$ cat src/rtl/trap_ctrl_if.sv
// rtl/trap_ctrl_if.sv - decode/commit/CSR signal bundle between the pipeline and trap_ctrl
interface trap_ctrl_if #(
    parameter int XLEN    = 32,
    parameter int IRQ_NUM = 3
);
    logic               i_idu_valid;
    logic               i_lsu_valid;
    logic [XLEN-1:0]    i_pc;
    logic [31:0]        i_inst;
    logic [XLEN-1:0]    i_badaddr;
    logic               i_ecall;
    logic               i_ebreak;
    logic               i_illegal;
    logic               i_ld_misalign;
    logic               i_st_misalign;
    logic               i_mret;
    logic [IRQ_NUM-1:0] i_irq;
    logic [IRQ_NUM-1:0] i_mie;
    logic [XLEN-1:0]    i_mstatus;
    logic [XLEN-1:0]    i_mtvec;
    logic [XLEN-1:0]    i_mepc;

    logic               o_mepc_wen;
    logic               o_mcause_wen;
    logic               o_mtval_wen;
    logic               o_mstatus_wen;
    logic [XLEN-1:0]    o_mepc_wdata;
    logic [XLEN-1:0]    o_mcause_wdata;
    logic [XLEN-1:0]    o_mtval_wdata;
    logic [XLEN-1:0]    o_mstatus_wdata;
    logic               o_redirect;
    logic [XLEN-1:0]    o_redirect_pc;
    logic               o_busy;

    modport master (
        output i_idu_valid, i_lsu_valid, i_pc, i_inst, i_badaddr,
               i_ecall, i_ebreak, i_illegal, i_ld_misalign, i_st_misalign, i_mret,
               i_irq, i_mie, i_mstatus, i_mtvec, i_mepc,
        input  o_mepc_wen, o_mcause_wen, o_mtval_wen, o_mstatus_wen,
               o_mepc_wdata, o_mcause_wdata, o_mtval_wdata, o_mstatus_wdata,
               o_redirect, o_redirect_pc, o_busy
    );

    modport slave (
        input  i_idu_valid, i_lsu_valid, i_pc, i_inst, i_badaddr,
               i_ecall, i_ebreak, i_illegal, i_ld_misalign, i_st_misalign, i_mret,
               i_irq, i_mie, i_mstatus, i_mtvec, i_mepc,
        output o_mepc_wen, o_mcause_wen, o_mtval_wen, o_mstatus_wen,
               o_mepc_wdata, o_mcause_wdata, o_mtval_wdata, o_mstatus_wdata,
               o_redirect, o_redirect_pc, o_busy
    );
endinterface

$ cat src/rtl/trap_ctrl.sv
// rtl/trap_ctrl.sv - machine-mode trap/mret unit; optional TRAP_VECTORED_EN adds vectored interrupt targets
module trap_ctrl #(
    parameter int XLEN    = 32,
    parameter int IRQ_NUM = 3
) (
    input  logic         i_clk,
    input  logic         i_rst_n,
    trap_ctrl_if.slave   bus
);
    localparam logic [0:0] IDLE = 1'b0;
    localparam logic [0:0] PEND = 1'b1;

    logic [0:0]         state;
    logic               mret_q;
    logic [XLEN-1:0]    mepc_q, mcause_q, mtval_q, mstatus_q, target_q;

    logic [IRQ_NUM-1:0] irq_pend;
    logic               is_irq, is_exc, is_trap, is_mret;
    logic [XLEN-2:0]    irq_code, exc_code;
    logic [XLEN-1:0]    exc_mtval, base;
    logic [XLEN-1:0]    nxt_mcause, nxt_mtval, nxt_mstatus, nxt_target;
    logic               commit;

    always_comb begin
        irq_pend = bus.i_irq & bus.i_mie & {IRQ_NUM{bus.i_mstatus[3]}};
        is_irq   = |irq_pend;
        irq_code = '0;
        // Ascending scan so the highest pending line overwrites lower ones
        for (int k = 0; k < IRQ_NUM; k++) begin
            if (irq_pend[k]) irq_code = (XLEN-1)'(4*k + 3);
        end

        is_exc    = bus.i_illegal | bus.i_ebreak | bus.i_ecall | bus.i_st_misalign | bus.i_ld_misalign;
        exc_code  = '0;
        exc_mtval = '0;
        if (bus.i_illegal) begin
            exc_code  = (XLEN-1)'(2);
            exc_mtval = XLEN'(bus.i_inst);
        end else if (bus.i_ebreak) begin
            exc_code  = (XLEN-1)'(3);
            exc_mtval = bus.i_pc;
        end else if (bus.i_ecall) begin
            exc_code  = (XLEN-1)'(11);
        end else if (bus.i_st_misalign) begin
            exc_code  = (XLEN-1)'(6);
            exc_mtval = bus.i_badaddr;
        end else if (bus.i_ld_misalign) begin
            exc_code  = (XLEN-1)'(4);
            exc_mtval = bus.i_badaddr;
        end

        is_trap = is_irq | is_exc;
        is_mret = bus.i_mret & ~is_trap;
        base    = {bus.i_mtvec[XLEN-1:2], 2'b00};

        nxt_mcause  = is_irq ? {1'b1, irq_code} : {1'b0, exc_code};
        nxt_mtval   = is_irq ? '0 : exc_mtval;
        nxt_mstatus = bus.i_mstatus;
        nxt_target  = base;
        if (is_mret) begin
            nxt_mstatus[3]     = bus.i_mstatus[7];
            nxt_mstatus[7]     = 1'b1;
            nxt_mstatus[12:11] = 2'b11;
            nxt_target         = bus.i_mepc;
        end else begin
            nxt_mstatus[7]     = bus.i_mstatus[3];
            nxt_mstatus[3]     = 1'b0;
            nxt_mstatus[12:11] = 2'b11;
`ifdef TRAP_VECTORED_EN
            if (is_irq && bus.i_mtvec[1:0] == 2'b01)
                nxt_target = base + {irq_code[XLEN-4:0], 2'b00};
`endif
        end
    end

    always_ff @(posedge i_clk or negedge i_rst_n) begin
        if (!i_rst_n) begin
            state     <= IDLE;
            mret_q    <= 1'b0;
            mepc_q    <= '0;
            mcause_q  <= '0;
            mtval_q   <= '0;
            mstatus_q <= '0;
            target_q  <= '0;
        end else if (state == IDLE) begin
            if (bus.i_idu_valid && (is_trap || is_mret)) begin
                state     <= PEND;
                mret_q    <= is_mret;
                mepc_q    <= bus.i_pc;
                mcause_q  <= nxt_mcause;
                mtval_q   <= nxt_mtval;
                mstatus_q <= nxt_mstatus;
                target_q  <= nxt_target;
            end
        end else if (bus.i_lsu_valid) begin
            state <= IDLE;
        end
    end

    // Strobes fire only in the retiring cycle; data is held from capture
    assign commit              = (state == PEND) & bus.i_lsu_valid;
    assign bus.o_mepc_wen      = commit & ~mret_q;
    assign bus.o_mcause_wen    = commit & ~mret_q;
    assign bus.o_mtval_wen     = commit & ~mret_q;
    assign bus.o_mstatus_wen   = commit;
    assign bus.o_mepc_wdata    = mepc_q;
    assign bus.o_mcause_wdata  = mcause_q;
    assign bus.o_mtval_wdata   = mtval_q;
    assign bus.o_mstatus_wdata = mstatus_q;
    assign bus.o_redirect      = commit;
    assign bus.o_redirect_pc   = target_q;
    assign bus.o_busy          = (state == PEND);
endmodule

$ cat src/flat_wrapper.sv
// flat-port wrapper written by rule: the top's interface ports become plain ports
module trap_ctrl_flat 
#(
    parameter int XLEN    = 32,
    parameter int IRQ_NUM = 3
)
  (i_clk, i_rst_n, bus_i_idu_valid, bus_i_lsu_valid, bus_i_pc, bus_i_inst, bus_i_badaddr, bus_i_ecall, bus_i_ebreak, bus_i_illegal, bus_i_ld_misalign, bus_i_st_misalign, bus_i_mret, bus_i_irq, bus_i_mie, bus_i_mstatus, bus_i_mtvec, bus_i_mepc, bus_o_mepc_wen, bus_o_mcause_wen, bus_o_mtval_wen, bus_o_mstatus_wen, bus_o_mepc_wdata, bus_o_mcause_wdata, bus_o_mtval_wdata, bus_o_mstatus_wdata, bus_o_redirect, bus_o_redirect_pc, bus_o_busy);
  trap_ctrl_if #(.XLEN(XLEN), .IRQ_NUM(IRQ_NUM)) bus_i ();
  input  logic i_clk;
  input  logic i_rst_n;
  input wire logic [$bits(bus_i.i_idu_valid)-1:0] bus_i_idu_valid;
  input wire logic [$bits(bus_i.i_lsu_valid)-1:0] bus_i_lsu_valid;
  input wire logic [$bits(bus_i.i_pc)-1:0] bus_i_pc;
  input wire logic [$bits(bus_i.i_inst)-1:0] bus_i_inst;
  input wire logic [$bits(bus_i.i_badaddr)-1:0] bus_i_badaddr;
  input wire logic [$bits(bus_i.i_ecall)-1:0] bus_i_ecall;
  input wire logic [$bits(bus_i.i_ebreak)-1:0] bus_i_ebreak;
  input wire logic [$bits(bus_i.i_illegal)-1:0] bus_i_illegal;
  input wire logic [$bits(bus_i.i_ld_misalign)-1:0] bus_i_ld_misalign;
  input wire logic [$bits(bus_i.i_st_misalign)-1:0] bus_i_st_misalign;
  input wire logic [$bits(bus_i.i_mret)-1:0] bus_i_mret;
  input wire logic [$bits(bus_i.i_irq)-1:0] bus_i_irq;
  input wire logic [$bits(bus_i.i_mie)-1:0] bus_i_mie;
  input wire logic [$bits(bus_i.i_mstatus)-1:0] bus_i_mstatus;
  input wire logic [$bits(bus_i.i_mtvec)-1:0] bus_i_mtvec;
  input wire logic [$bits(bus_i.i_mepc)-1:0] bus_i_mepc;
  output wire logic [$bits(bus_i.o_mepc_wen)-1:0] bus_o_mepc_wen;
  output wire logic [$bits(bus_i.o_mcause_wen)-1:0] bus_o_mcause_wen;
  output wire logic [$bits(bus_i.o_mtval_wen)-1:0] bus_o_mtval_wen;
  output wire logic [$bits(bus_i.o_mstatus_wen)-1:0] bus_o_mstatus_wen;
  output wire logic [$bits(bus_i.o_mepc_wdata)-1:0] bus_o_mepc_wdata;
  output wire logic [$bits(bus_i.o_mcause_wdata)-1:0] bus_o_mcause_wdata;
  output wire logic [$bits(bus_i.o_mtval_wdata)-1:0] bus_o_mtval_wdata;
  output wire logic [$bits(bus_i.o_mstatus_wdata)-1:0] bus_o_mstatus_wdata;
  output wire logic [$bits(bus_i.o_redirect)-1:0] bus_o_redirect;
  output wire logic [$bits(bus_i.o_redirect_pc)-1:0] bus_o_redirect_pc;
  output wire logic [$bits(bus_i.o_busy)-1:0] bus_o_busy;
  assign bus_i.i_idu_valid = bus_i_idu_valid;
  assign bus_i.i_lsu_valid = bus_i_lsu_valid;
  assign bus_i.i_pc = bus_i_pc;
  assign bus_i.i_inst = bus_i_inst;
  assign bus_i.i_badaddr = bus_i_badaddr;
  assign bus_i.i_ecall = bus_i_ecall;
  assign bus_i.i_ebreak = bus_i_ebreak;
  assign bus_i.i_illegal = bus_i_illegal;
  assign bus_i.i_ld_misalign = bus_i_ld_misalign;
  assign bus_i.i_st_misalign = bus_i_st_misalign;
  assign bus_i.i_mret = bus_i_mret;
  assign bus_i.i_irq = bus_i_irq;
  assign bus_i.i_mie = bus_i_mie;
  assign bus_i.i_mstatus = bus_i_mstatus;
  assign bus_i.i_mtvec = bus_i_mtvec;
  assign bus_i.i_mepc = bus_i_mepc;
  assign bus_o_mepc_wen = bus_i.o_mepc_wen;
  assign bus_o_mcause_wen = bus_i.o_mcause_wen;
  assign bus_o_mtval_wen = bus_i.o_mtval_wen;
  assign bus_o_mstatus_wen = bus_i.o_mstatus_wen;
  assign bus_o_mepc_wdata = bus_i.o_mepc_wdata;
  assign bus_o_mcause_wdata = bus_i.o_mcause_wdata;
  assign bus_o_mtval_wdata = bus_i.o_mtval_wdata;
  assign bus_o_mstatus_wdata = bus_i.o_mstatus_wdata;
  assign bus_o_redirect = bus_i.o_redirect;
  assign bus_o_redirect_pc = bus_i.o_redirect_pc;
  assign bus_o_busy = bus_i.o_busy;
  trap_ctrl #(.XLEN(XLEN), .IRQ_NUM(IRQ_NUM)) u_core (.i_clk(i_clk), .i_rst_n(i_rst_n), .bus(bus_i));
endmodule
$ cat config.mk
export PLATFORM = sky130hd
export DESIGN_NAME = trap_ctrl_flat
export DESIGN_NICKNAME = d
export VERILOG_FILES = /design/src/rtl/trap_ctrl_if.sv /design/src/rtl/trap_ctrl.sv /design/src/flat_wrapper.sv
export SDC_FILE = /design/constraint.sdc
export NUM_CORES = 1
export LEC_CHECK = 0
export ABC_AREA = 1
export ABC_CLOCK_PERIOD_IN_PS = 1300
export BUFFER_PORTS_ARGS = -buffer_cell sky130_fd_sc_hd__buf_2
export CORE_AREA = 2 2 144 146
export DETAILED_ROUTE_END_ITERATION = 6
export DIE_AREA = 0 0 146 148
export PLACE_DENSITY_LB_ADDON = 0.05
export SYNTH_ARGS = -nofsm -noshare
export SYNTH_HDL_FRONTEND = slang
export SYNTH_SLANG_ARGS = --single-unit
$ cat constraint.sdc
create_clock -name i_clk -period 1.3 [get_ports i_clk]
set_input_delay 0.065 -clock i_clk [delete_from_list [all_inputs] [get_ports i_clk]]
set_output_delay 0.065 -clock i_clk [all_outputs]
set_load 0.02 [all_outputs]
==> results_dict.tcl <==
set metrics [dict create \
    synthXorXnorAreaFrac_pct 0 \
    synth-async-reset-ratio_pct 100 \
    viasPerCell 4.40 \
    crit_type "reg2out" \
    final_antenna_net_count 0 \
    switching_power_uw 5630 \
    htreeDepth 4 \
    io_pins 374 \
    endpoint_kind "primary output" \
    dr.pass1.iters 5 \
    crit_chain "buf_6, nand2_4, nor2_4, buf_6" \
    dominantRegCellSynth "dfrtp_1" \
    grt_use_total_pct 22.4 \
    start_util_pct 33.1 \
    crit_buf_inv 2 \
    synth_top_area_share_pct 50.6 \
    synth_mux_area_share_pct 0 \
    core_mm2 0.0200 \
    setup_viol 11 \
    yosys.area.top_type "dfrtp_1" \
    gp_congestion 0.791 \
    internal_power_uw 10100 \
    worst-path-max-fanout 3 \
    cp-startpoint "u_core.bus.o_busy" \
    cpMaxStageDelayCell "dfrtp_1" \
    grt_pass1_wl_mm 38.4 \
    cp.required_ps 1240 \
    syn_inst 866 \
    fmaxAchievable_mhz 742 \
    r2r_start "u_core.bus.o_busy" \
    p_leak_uw 0.00617 \
    switching_share_pct 35.8 \
    grt_max_degree 44 \
    rows 52 \
    drc 0 \
    wl_per_cell_um 15.0 \
    dp_slack_ps -169 \
    num-fill-cells 1912 \
    drt_iter0_drc 263 \
    critPathMostFrequentCell "buf_6" \
    cts.sinks 134 \
    root_buffer "clkbuf_16" \
    clk_latency_ps 430 \
    ys_seq_area_share_pct 50.6 \
    p_comb_share_pct 32.8 \
    cp.arrival_ps 1280 \
    stdcell_area_mm2 0.0110 \
    yosysUniqueCellTypes 24 \
    cpPeakStageDelay_ps 410 \
    tritoncts "yes" \
    post-route-period-util_pct 104 \
    hp-start "bus_i_badaddr[14]" \
    place_area_mm2 0.00868 \
    path_delay_family "flip-flops" \
    skew_ps 11.6 \
    layout.nets 1575 \
    synth-edff-count 0 \
    drv_cap 0 \
    setup_slack_ps -47.0 \
    die_x_um 146 \
    final_util_pct 55.0 \
    power_per_cell_area_mw_per_mm2 1430 \
    port_buffers 342 \
    peakVddDrop_mv 0.920 \
    die_y_um 148 \
    avgSynthCellArea_um2 7.66 \
    syn_to_final_growth_pct 66.1 \
    violations "setup timing" \
    synth_top_family_by_area "simple AND/OR/NAND/NOR gates" \
    finalSetupTns_ps -290 \
    clockPowerShare_pct 31.6 \
    clk_pin_slew_ps 70 \
    whs_ps 11.6 \
    hold_viol 0 \
    numCtsBuffers 17 \
    seq_power_share_pct 35.6 \
    drive_gt1_share_pct 31.3 \
    drv_slew 0 \
    antenna_found_initial 3 \
    wl_mm 24.7 \
    synth-adder-area-share_pct 0 \
    finalCriticalPeriod_ps 1350 \
    die_area_mm2 0.0216 \
    synth_compound_area_share_pct 6.90 \
    hp-class "in2reg" \
    post-dp-hpwl_mm 16.5 \
    synthSimpleGateAreaFrac_pct 30.4 \
    ys_seq_elements 134 \
    startpoint_type "register" \
    grt_pass1_vias 7342 \
    yosys_warnings 0 \
    clockBufferDepth 2 \
    vias 7265 \
    syn_area_mm2 0.00663 \
    grt-ovfl-total 0 \
    synth_area_leaders "dfrtp_1, nand2_1, nand3_1" \
    rsz0062_at_grt "yes" \
    outcome "finished with violations" \
]
## layout make-up
type | count | area, um^2 | area share, %
sequential | 134 | 3350 | 30.4
inverter | 72 | 270 | 2.45
tap | 270 | 338 | 3.07
antenna | 1 | 2.50 | 0.0227
clock buffer | 20 | 467 | 4.24
timing repair buffer | 537 | 3820 | 34.7
multi-input combinational | 605 | 2630 | 23.8
clock inverter | 12 | 143 | 1.29
## power by group through the flow
stage | Sequential, uW | Combinational [uW] | Clock (uW)
CTS | 5590 | 5100 | 5100
global route | 5710 | 5640 | 5270
detailed placement | 5640 | 4670 | 0
finish | 5590 | 5160 | 4970
floorplan | 6800 | 1570 | 0
global placement | 5660 | 4650 | 0
## metrics by stage
| step | instances | total power [uW] |
|---|---|---|
| floorplan | 892 | 8370 |
| global placement | 1460 | 10300 |
| detailed placement | 1460 | 10300 |
| CTS | 1646 | 15800 |
| global route | 1651 | 16600 |
| finish | 1651 | 15700 |
## placed cells by master, fill, tap and decap left out, types with 3 or more instances in the layout
cell type,synthesis,layout
buf_12,0,12
nor2_2,3,3
inv_1,70,70
nor2_4,1,3
clkbuf_16,0,20
clkinv_4,0,5
inv_6,0,3
nand2_1,418,415
buf_6,11,11
nand3_1,67,67
a22oi_1,32,32
o21ai_0,9,9
dfrtp_1,134,134
dlygate4sd3_1,0,153
conb_1,1,27
buf_4,32,23
nor2_1,8,6
clkbuf_8,0,3
a21oi_1,32,32
buf_2,19,335
nand2_2,2,3
## layer usage
layer  up-vias  GRT usage, %  wire [um]
met3        47          6.57       1690
met4         4          8.06        562
met2       280          38.4      12300
li1       3632             -          -
met1      3302          27.0      10100
met5         -             0         27
## repair_timing
item	CTS	global route
pin swaps	2	1
setup buffers	1	0
resized for setup	24	2
endpoints found under the hold margin	256	0
hold buffers	153	0
gates cloned	0	4
endpoints found under the setup margin	136	138
## kinds of logic after synthesis
family,count (synthesis)
DFF,134
and+or+nand+nor,503
buffers and inverters,153
other,1
AOI/OAI and AO/OA,75
## Yosys cell counts, types with 3 or more instances
cell      instances
buf_2            19
buf_6            11
nor2_2            3
o21ai_0           9
a22oi_1          32
inv_1            70
nand2_1         418
buf_4            32
a21oi_1          32
nor2_1            8
dfrtp_1         134
clkbuf_1         17
nand3_1          67
## flip-flops by register name, indices dropped and copies added, names as in the netlist
signal / cells
u_core.bus.o_mepc_wdata: 32
u_core.bus.o_mtval_wdata: 32
u_core.bus.o_redirect_pc: 32
u_core.bus.o_mstatus_wdata: 31
u_core.bus.o_mcause_wdata: 5
u_core.bus.o_busy: 1
u_core.mret_q: 1
## worst min-delay path: cells and delay by family
kind	cells	cell delay, ps
simple gates	3	160
buf+inv	1	110
compound gates	1	60
## final timing paths
path / end / slack [ps] / depth (start not counted)
worst min register to register: u_core.bus.o_mtval_wdata[29] / 470 / 2
max in group asynchronous: u_core.bus.o_mtval_wdata[21] / 650 / 3
worst max-delay path: bus_o_mepc_wen / -50 / 4
worst max register to register: u_core.bus.o_redirect_pc[29] / -30 / 6
worst min-delay path: u_core.bus.o_mtval_wdata[14] / 10 / 5
min in group asynchronous: u_core.bus.o_mepc_wdata[17] / 100 / 2
No activity file was read; power rests on OpenSTA's default activity.
